[src/rtl/exers_sched_pkg.sv]
// rtl/exers_sched_pkg.sv - shared widths, entry layout and tag-match helper for exers_sched
package exers_sched_pkg;

  localparam int EXERS_DEPTH = 8;
  localparam int ROBID_W     = 8;
  localparam int RD_W        = 6;
  localparam int OP_W        = 5;
  localparam int DATA_W      = 32;

  typedef struct packed {
    logic [OP_W-1:0]    op;
    logic [ROBID_W-1:0] robid;
    logic [RD_W-1:0]    rd;
    logic               rdy1;
    logic [DATA_W-1:0]  val1;
    logic               rdy2;
    logic [DATA_W-1:0]  val2;
    logic [DATA_W-1:0]  imm;
  } entry_t;

  // A waiting operand carries its producer's ROB id in the low bits of its value field.
  function automatic logic tag_hit(input logic rdy, input logic [ROBID_W-1:0] tag,
                                   input logic wb_valid, input logic [ROBID_W-1:0] wb_robid);
    return wb_valid & ~rdy & (tag == wb_robid);
  endfunction

endpackage

[src/rtl/exers_sched_age_matrix.sv]
// rtl/exers_sched_age_matrix.sv - age matrix tracking entry order; grants the oldest requester
// age_q[r][c] = 1 means entry r is older than entry c.
module exers_sched_age_matrix #(
  parameter int DEPTH = 8
) (
  input  logic             clk,
  input  logic             rst_n,
  input  logic [DEPTH-1:0] alloc_i,
  input  logic [DEPTH-1:0] free_i,
  input  logic             flush_i,
  input  logic [DEPTH-1:0] valid_i,
  input  logic [DEPTH-1:0] req_i,
  output logic [DEPTH-1:0] grant_o
);

  logic [DEPTH-1:0] age_q [DEPTH];
  logic [DEPTH-1:0] age_d [DEPTH];
  logic [DEPTH-1:0] older_req;

  // A new entry is younger than everything valid; freed entries drop out of both axes.
  always_comb begin
    for (int r = 0; r < DEPTH; r++) begin
      for (int c = 0; c < DEPTH; c++) begin
        age_d[r][c] = age_q[r][c];
        if (flush_i || free_i[r] || free_i[c] || alloc_i[r]) begin
          age_d[r][c] = 1'b0;
        end else if (alloc_i[c]) begin
          age_d[r][c] = valid_i[r];
        end
      end
    end
  end

  always_comb begin
    for (int i = 0; i < DEPTH; i++) begin
      older_req[i] = 1'b0;
      for (int j = 0; j < DEPTH; j++) begin
        older_req[i] = older_req[i] | (req_i[j] & age_q[j][i]);
      end
      grant_o[i] = req_i[i] & ~older_req[i];
    end
  end

  always_ff @(posedge clk or negedge rst_n) begin
    if (!rst_n) begin
      for (int r = 0; r < DEPTH; r++) begin
        age_q[r] <= '0;
      end
    end else begin
      age_q <= age_d;
    end
  end

endmodule

[src/rtl/exers_sched.sv]
// rtl/exers_sched.sv - integer reservation station: dispatch buffer, operand wakeup, oldest-ready issue
module exers_sched
  import exers_sched_pkg::*;
#(
  parameter int DEPTH = EXERS_DEPTH
) (
  input  logic                clk,
  input  logic                rst,
  input  logic                rename_exers_write,
  input  logic [OP_W-1:0]     rename_op,
  input  logic [ROBID_W-1:0]  rename_robid,
  input  logic [RD_W-1:0]     rename_rd,
  input  logic                rename_op1ready,
  input  logic                rename_op2ready,
  input  logic [DATA_W-1:0]   rename_op1,
  input  logic [DATA_W-1:0]   rename_op2,
  input  logic [DATA_W-1:0]   rename_imm,
  output logic                exers_stall,
  input  logic                wb_valid,
  input  logic                wb_error,
  input  logic [ROBID_W-1:0]  wb_robid,
  input  logic [DATA_W-1:0]   wb_result,
  input  logic                rob_flush,
  output logic                issue_valid,
  output logic [OP_W-1:0]     issue_op,
  output logic [ROBID_W-1:0]  issue_robid,
  output logic [RD_W-1:0]     issue_rd,
  output logic [DATA_W-1:0]   issue_op1,
  output logic [DATA_W-1:0]   issue_op2,
  output logic [DATA_W-1:0]   issue_imm,
  input  logic                alu_stall
);

  entry_t           entry_q [DEPTH];
  entry_t           entry_d [DEPTH];
  entry_t           new_e;
  logic [DEPTH-1:0] valid_q, valid_d;
  logic [DEPTH-1:0] alloc_oh, free_oh, ready_vec, grant;
  logic             wr_accept, fire, found, hit1, hit2;
  logic             unused_wb_error;

  // Faulting results still wake consumers; the fault is handled at commit.
  assign unused_wb_error = wb_error;

  assign exers_stall = &valid_q;
  assign wr_accept   = rename_exers_write & ~exers_stall & ~rob_flush;
  assign issue_valid = (|grant) & ~rob_flush;
  assign fire        = issue_valid & ~alu_stall;
  assign free_oh     = fire ? grant : '0;

  always_comb begin
    alloc_oh = '0;
    found    = 1'b0;
    for (int i = 0; i < DEPTH; i++) begin
      if (!valid_q[i] && !found) begin
        alloc_oh[i] = wr_accept;
        found       = 1'b1;
      end
    end
  end

  always_comb begin
    for (int i = 0; i < DEPTH; i++) begin
      ready_vec[i] = valid_q[i] & entry_q[i].rdy1 & entry_q[i].rdy2;
    end
  end

  exers_sched_age_matrix #(.DEPTH(DEPTH)) u_age_matrix (
    .clk     (clk),
    .rst_n   (rst),
    .alloc_i (alloc_oh),
    .free_i  (free_oh),
    .flush_i (rob_flush),
    .valid_i (valid_q),
    .req_i   (ready_vec),
    .grant_o (grant)
  );

  // Incoming op snoops the same-cycle broadcast so it cannot miss its producer.
  always_comb begin
    hit1       = tag_hit(rename_op1ready, rename_op1[ROBID_W-1:0], wb_valid, wb_robid);
    hit2       = tag_hit(rename_op2ready, rename_op2[ROBID_W-1:0], wb_valid, wb_robid);
    new_e.op    = rename_op;
    new_e.robid = rename_robid;
    new_e.rd    = rename_rd;
    new_e.rdy1  = rename_op1ready | hit1;
    new_e.val1  = hit1 ? wb_result : rename_op1;
    new_e.rdy2  = rename_op2ready | hit2;
    new_e.val2  = hit2 ? wb_result : rename_op2;
    new_e.imm   = rename_imm;
  end

  always_comb begin
    entry_d = entry_q;
    valid_d = valid_q;
    for (int i = 0; i < DEPTH; i++) begin
      if (valid_q[i]) begin
        if (tag_hit(entry_q[i].rdy1, entry_q[i].val1[ROBID_W-1:0], wb_valid, wb_robid)) begin
          entry_d[i].rdy1 = 1'b1;
          entry_d[i].val1 = wb_result;
        end
        if (tag_hit(entry_q[i].rdy2, entry_q[i].val2[ROBID_W-1:0], wb_valid, wb_robid)) begin
          entry_d[i].rdy2 = 1'b1;
          entry_d[i].val2 = wb_result;
        end
      end
      if (alloc_oh[i]) begin
        entry_d[i] = new_e;
        valid_d[i] = 1'b1;
      end
    end
    valid_d = valid_d & ~free_oh;
    if (rob_flush) begin
      valid_d = '0;
    end
  end

  // Grant is one-hot or zero, so an OR-mux yields all-zero data when nothing is ready.
  always_comb begin
    issue_op    = '0;
    issue_robid = '0;
    issue_rd    = '0;
    issue_op1   = '0;
    issue_op2   = '0;
    issue_imm   = '0;
    for (int i = 0; i < DEPTH; i++) begin
      if (grant[i]) begin
        issue_op    = issue_op    | entry_q[i].op;
        issue_robid = issue_robid | entry_q[i].robid;
        issue_rd    = issue_rd    | entry_q[i].rd;
        issue_op1   = issue_op1   | entry_q[i].val1;
        issue_op2   = issue_op2   | entry_q[i].val2;
        issue_imm   = issue_imm   | entry_q[i].imm;
      end
    end
  end

  always_ff @(posedge clk or negedge rst) begin
    if (!rst) begin
      valid_q <= '0;
      for (int i = 0; i < DEPTH; i++) begin
        entry_q[i] <= '0;
      end
    end else begin
      valid_q <= valid_d;
      entry_q <= entry_d;
    end
  end

endmodule

[config.mk]
export PLATFORM = sky130hd
export DESIGN_NAME = exers_sched
export DESIGN_NICKNAME = d
export VERILOG_FILES = /design/src/rtl/exers_sched_pkg.sv /design/src/rtl/exers_sched_age_matrix.sv /design/src/rtl/exers_sched.sv
export SDC_FILE = /design/constraint.sdc
export NUM_CORES = 2
export LEC_CHECK = 0
export BUFFER_PORTS_ARGS = -buffer_cell sky130_fd_sc_hd__buf_2
export CELL_PAD_IN_SITES_DETAIL_PLACEMENT = 0
export CELL_PAD_IN_SITES_GLOBAL_PLACEMENT = 1
export CORE_UTILIZATION = 53
export CTS_BUF_LIST = sky130_fd_sc_hd__clkbuf_4
export DETAILED_ROUTE_END_ITERATION = 10
export PLACE_DENSITY_LB_ADDON = 0.1
export SLEW_MARGIN = 20
export SYNTH_ARGS = -nofsm -noshare
export SYNTH_HDL_FRONTEND = slang
export SYNTH_SLANG_ARGS = --single-unit
export TNS_END_PERCENT = 5
[constraint.sdc]
create_clock -name clk -period 3.65 [get_ports clk]
set_input_delay 0 -clock clk [delete_from_list [all_inputs] [get_ports clk]]
set_output_delay 0 -clock clk [all_outputs]
set_load 0.05 [all_outputs]
# Word-level counts from Yosys, hierarchy flattened
# Cells that the tools add are included.
# word_totals
memories,0
ram_bits,0
rom_bits,0
register_bits,1008
latchBits,0
out_inout_bits,117
# classes
magnitude_cmp,0
n_eq_ne,18
reduce_logical,262
n_shift,0
n_mux,235
mul,0
div_mod_pow,0
bitwise_logic,259
add_sub_neg,0
# ops
operator,n
32-bit 2-to-1 mux,26
98-bit 2-to-1 mux,8
32-bit OR,21
33-bit 2-to-1 mux,16
66-bit 2-to-1 mux,8
2-bit nonzero test,88
1-bit 2-to-1 mux,151
8-bit equality test,18
1-bit logical OR,136
1-bit bitwise AND,128
8-bit 2-to-1 mux,10
1-bit OR,58
8-bit OR,7
6-bit 2-to-1 mux,8
6-bit OR,7
5-bit 2-to-1 mux,8
5-bit OR,7
2-bit AND reduction,16
1-bit NOT,29
1-bit zero test,13
8-bit bitwise AND,1
8-bit NOT,1
8-bit AND reduction,1
8-bit OR reduction,1
1-bit logical AND,7

# Depth between registers and ports, before layout
# depth
ltp_word,27
depth_mapped,9
mapped_depth_nobuf,5

# By module
# A second synthesis with hierarchy kept.
# unflattened
cells_unflattened,4611
area_unflattened_um2,47976.0
# by_module_without_submodules
module,area_per_inst_um2,n_inst,cells_per_inst,seq_area_each_um2
exers_sched,44810.5,1,4320,23622.7
exers_sched_age_matrix,3165.5,1,291,1601.5

# Worst setup path before layout
# OpenSTA, ideal clock, no wires.
# synth_path
path_type,reg-to-output
start,register entry_q[649] in the netlist's numbering
end,output issue_valid
setup_slack_ns,1.000
arrival_time_ns,2.650
t_required_ns,3.650
path_stages_with_launch,9
path_buffers,3
cell_sequence,dfrtp_1 > and3_1 > clkbuf_1 > a22o_1 > nor3_2 > buf_2 > buf_2 > nor2_1 > a31oi_1
# synth_between
elab_chain_len,12
word_cells_on_any_way,75
# synth_rtl
item,line_no,text
start: declaration,exers_sched.sv:34,entry_t entry_q [DEPTH];
start signal: assignment,exers_sched.sv:146,entry_q <= entry_d;
1-bit bitwise AND *,exers_sched.sv:64,ready_vec[i] = valid_q[i] & entry_q[i].rdy1 & entry_q[i].rdy2;
1-bit bitwise AND,exers_sched_age_matrix.sv:38,older_req[i] = older_req[i] | (req_i[j] & age_q[j][i]);
1-bit OR (6 in series),exers_sched_age_matrix.sv:38,
1-bit NOT,exers_sched_age_matrix.sv:40,grant_o[i] = req_i[i] & ~older_req[i];
1-bit bitwise AND,exers_sched_age_matrix.sv:40,
8-bit OR reduction *,exers_sched.sv:47,assign issue_valid = (|grant) & ~rob_flush;
1-bit bitwise AND *,exers_sched.sv:47,
end: declaration,exers_sched.sv:24,"output logic issue_valid,"
# Mark *: on every way between the ends. The rest lies on a longest branch, timed or not.

# Worst setup path after layout
# layout_path
start,register entry_q[649] in the netlist's numbering
end,output issue_op1[6]
# layout_between
elab_chain_len,25
word_cells_on_any_way,88
# layout_rtl
item,line_no,text
1-bit bitwise AND *,exers_sched.sv:64,
1-bit bitwise AND,exers_sched_age_matrix.sv:38,
1-bit OR (6 in series),exers_sched_age_matrix.sv:38,
1-bit NOT,exers_sched_age_matrix.sv:40,
1-bit bitwise AND,exers_sched_age_matrix.sv:40,
32-bit 2-to-1 mux,exers_sched.sv:127,if (grant[i]) begin
32-bit OR,exers_sched.sv:131,issue_op1 = issue_op1 | entry_q[i].val1;
32-bit 2-to-1 mux,exers_sched.sv:127,
[4 not listed],n/a,
32-bit OR,exers_sched.sv:131,
32-bit 2-to-1 mux,exers_sched.sv:127,
32-bit OR,exers_sched.sv:131,
32-bit 2-to-1 mux,exers_sched.sv:127,
32-bit OR,exers_sched.sv:131,
32-bit 2-to-1 mux,exers_sched.sv:127,
32-bit OR,exers_sched.sv:131,
32-bit 2-to-1 mux *,exers_sched.sv:127,
end: declaration,exers_sched.sv:28,"output logic [DATA_W-1:0] issue_op1,"
# Marked as above.

==> flow_metrics.env <==
export IMPL_core_area_mm2=0.0939
export IMPL_setup_slack_ns=-0.137
export IMPL_synthArstFlopShare_pct=100
export IMPL_ant_nets=0
export IMPL_cts_tree="built"
export IMPL_rows=112
export IMPL_grt_pass1_vias=52300
export IMPL_clock_sinks=1008
export IMPL_vias=53300
export IMPL_globalRoute_totalOverflow=0
export IMPL_drc=0
export IMPL_die_h_um=311
export IMPL_hold_violations=0
export IMPL_synth_edf_count=0
export IMPL_insertion_delay_ns=1.22
export IMPL_min_path_type="in -> async"
export IMPL_tns_ns=-1.96
export IMPL_max_slew_margin_pct=18.9
export IMPL_synth_simple_area_share_pct=18.1
export IMPL_place_congestion=0.995
export IMPL_wl_per_cell_um=30.2
export IMPL_setup_viol=46
export IMPL_muxShareOfSynthArea_pct=0
export IMPL_syn_avg_cell_area_um2=8.81
export IMPL_grt_pass1_wl_um=343000
export IMPL_fp_dieW_um=311
export IMPL_cap_violations=0
export IMPL_layout_drive_gt1_share_pct=19.1
export IMPL_viasPerCell=6.82
export IMPL_placed_area_mm2=0.0545
export IMPL_synth_xor_area_share_pct=2.49
export IMPL_grt_antenna_before_repair=15
export IMPL_layout_nets=6526
export IMPL_root_buffer="clkbuf_4"
export IMPL_fin_skew_ns=0.0731
export IMPL_grt_max_degree=111
export IMPL_synthFlopType="dfrtp_1"
export IMPL_syn_inst=5742
export IMPL_violations="negative setup slack"
export IMPL_netlist_area_mm2=0.0506
export IMPL_critPathMaxFanout=16
export IMPL_ys_types=57
export IMPL_hpwlAfterDp_um=130000
export IMPL_arrival_ns=3.79
export IMPL_syn_to_final_growth_pct=25.9
export IMPL_drt_wl_total_um=236000
export IMPL_regArea_mm2=0.0253
export IMPL_htreeDepth=5
export IMPL_fillCellCount=7874
export IMPL_cts_buffers=297
export IMPL_final_area_mm2=0.0637
export IMPL_fin_cells=7818
export IMPL_worst_ir_drop_vdd_uv=326
export IMPL_die_area_mm2=0.0967
export IMPL_dp_cells=6865
export IMPL_criticalPathCategory="reg -> out"
export IMPL_endpoint_kind="output port"
export IMPL_period_minus_slack_ns=3.79
export IMPL_synth_compound_area_share_pct=21.3
export IMPL_grt_use_total_pct=47.6
export IMPL_ys_ff_latch=1008
export IMPL_worstPathRequired_ns=3.65
export IMPL_p_leak_nw=29.1
export IMPL_slew_violations=0
export IMPL_clk_path_buf_depth=4
export IMPL_initial_core_util_pct=53.9
export IMPL_drtIter0Drc=7430
export IMPL_worst_slew_pin_slew_ns=1.22
export IMPL_io_pins=281
export IMPL_rsz0062_at_grt="true"
export IMPL_fin_crit_sh_pct=104
export IMPL_p_per_area_mw_per_mm2=424
export IMPL_clk_pin_slew_ns=0.07
export IMPL_io_buffers=279
export IMPL_ys_seq_area_share_pct=49.9
export IMPL_worstSetupStartpointType="flop"
export IMPL_first_pass_iters=6
export IMPL_multi_input_area_mm2=0.0224
export IMPL_run_status="complete, but fails checks"
export IMPL_synth_fa_ha_area_share_pct=0
export IMPL_fmax_mhz=264
export IMPL_syn_nets=5906
export IMPL_synth_top_family_by_area="compound AO/OA/AOI/OAI gates"
export IMPL_ys_warn_count=0
## synthesized netlist by cell type, drive strengths merged, types with 64 or more instances
| master | count | share of area (%) |
|---|---|---|
| dfrtp | 1008 | 50 |
| nand2 | 960 | 7.1 |
| clkbuf | 376 | 2.8 |
| inv | 352 | 2.6 |
| a21oi | 321 | 3.2 |
| nor3 | 318 | 3.2 |
| a22oi | 293 | 4.3 |
| buf | 269 | 2.6 |
| o22ai | 258 | 3.2 |
| nor4 | 254 | 3.1 |
| o21ai | 184 | 1.8 |
| o21a | 159 | 2.4 |
| nand3 | 157 | 1.6 |
| nor2 | 155 | 1.2 |
| a2111oi | 116 | 2.0 |
| xnor2 | 86 | 1.5 |
| o32a | 64 | 1.3 |
## routing by layer
layer / track usage (%) / vias to the layer above / wire [um] / part of all wire (%)
met2: 69.2 / 4615 / 99500 / 42
met3: 15.6 / 1348 / 33600 / 14
li1: - / 21900 / - / -
met4: 34.8 / 10 / 20200 / 8.6
met5: 0 / - / 66 / 0.028
met1: 59.4 / 25500 / 82500 / 35
## sequential cells by signal, indices dropped and copies added (netlist names)
| name | count |
|---|---|
| entry_q | 936 |
| u_age_matrix.age_q | 64 |
| valid_q | 8 |
## per-stage QoR
stage	utilization, %	setup WS [ns]	power [mW]	hold slack (ns)
2_1_floorplan	-	1.00	14.7	-0.296
3_3_place_gp	58.0	0.515	15.9	0.0638
3_5_place_dp	58.0	0.648	16.0	0.0673
4_1_cts	67.2	-0.0915	26.8	0.0246
5_1_grt	67.8	-0.304	27.9	0.0941
6_report	67.8	-0.137	27.0	0.112
## layout make-up
type	count	share of cell area, %
Clock buffer	432	5.09
Inverter	380	2.24
Multi-Input combinational cell	3709	35.2
Sequential cell	1008	39.7
Clock inverter	49	0.417
Tap cell	1254	2.46
Antenna cell	20	0.0786
Timing Repair Buffer	966	14.9
## power breakdown
part           internal, mW  total [mW]  leakage [nW]  switching (mW)
logic                  1.49        3.71          14.4            2.22
registers              12.0        12.6          12.6           0.582
clock network          5.58        10.6          2.14            5.05
## worst max-delay path: stages (launching register included)
cell	delay, ns
dfrtp_1	0.42
and3_4	0.33
a22o_4	0.35
buf_6	0.27
nor4_1	0.10
a2111oi_1	0.43
nand3_1	0.37
buf_12	0.26
## cells in the final DEF, fill, tap and decap left out, drive strengths merged, types with 8 or more instances in the layout
cell / netlist / final
a2111oi: 116 / 116
o22a: 32 / 32
o21ai: 184 / 184
a21o: 10 / 10
o21a: 159 / 159
clkinv: 28 / 63
a22oi: 293 / 293
o221a: 35 / 35
a21oi: 321 / 321
diode: 0 / 20
dlygate4sd3: 0 / 381
nor3: 318 / 318
a211oi: 56 / 56
or3: 47 / 47
buf: 269 / 565
nor4: 254 / 254
a22o: 11 / 11
nand4: 58 / 58
nand3: 157 / 157
nand2: 960 / 960
xnor2: 86 / 86
nor2: 155 / 155
and4b: 8 / 8
dfrtp: 1008 / 1008
and3: 14 / 14
inv: 352 / 363
o22ai: 258 / 258
o31ai: 20 / 20
o32a: 64 / 64
xor2: 58 / 58
clkbuf: 376 / 447
## worst paths after layout
path                                           from                                 end  slack [ns]  cells after the start
max                        entry_q[649]$_DFFE_PN0P_                        issue_op1[6]       -0.14                      7
min                                             rst            entry_q[716]$_DFFE_PN0P_        0.11                      4
max reg2reg                    valid_q[7]$_DFF_PN0_             entry_q[56]$_DFFE_PN0P_       -0.07                      7
min reg2reg                entry_q[486]$_DFFE_PN0P_            entry_q[486]$_DFFE_PN0P_        0.47                      2
max in group asynchronous                       rst            entry_q[116]$_DFFE_PN0P_        2.47                      6
min in group clk                 rename_exers_write  u_age_matrix.age_q[34]$_DFFE_PN0P_        0.13                      5
## cells by family (layout without fill, tap and decap cells)
logic type | after synthesis | in the layout
compound gates | 1575 | 1575
xor+xnor | 144 | 144
buf+inv | 1025 | 1827
flops | 1008 | 1008
other cells | 0 | 20
simple gates | 1990 | 1990
## repair_timing
item,4_1_cts,5_1_grt
resized for setup,199,105
hold buffers,383,0
setup buffers,50,7
pin swaps,45,42
hold endpoints to repair,2016,0
setup endpoints to repair,116,115
cloned,8,4
Note: power is estimated with default switching activity, not from simulation.
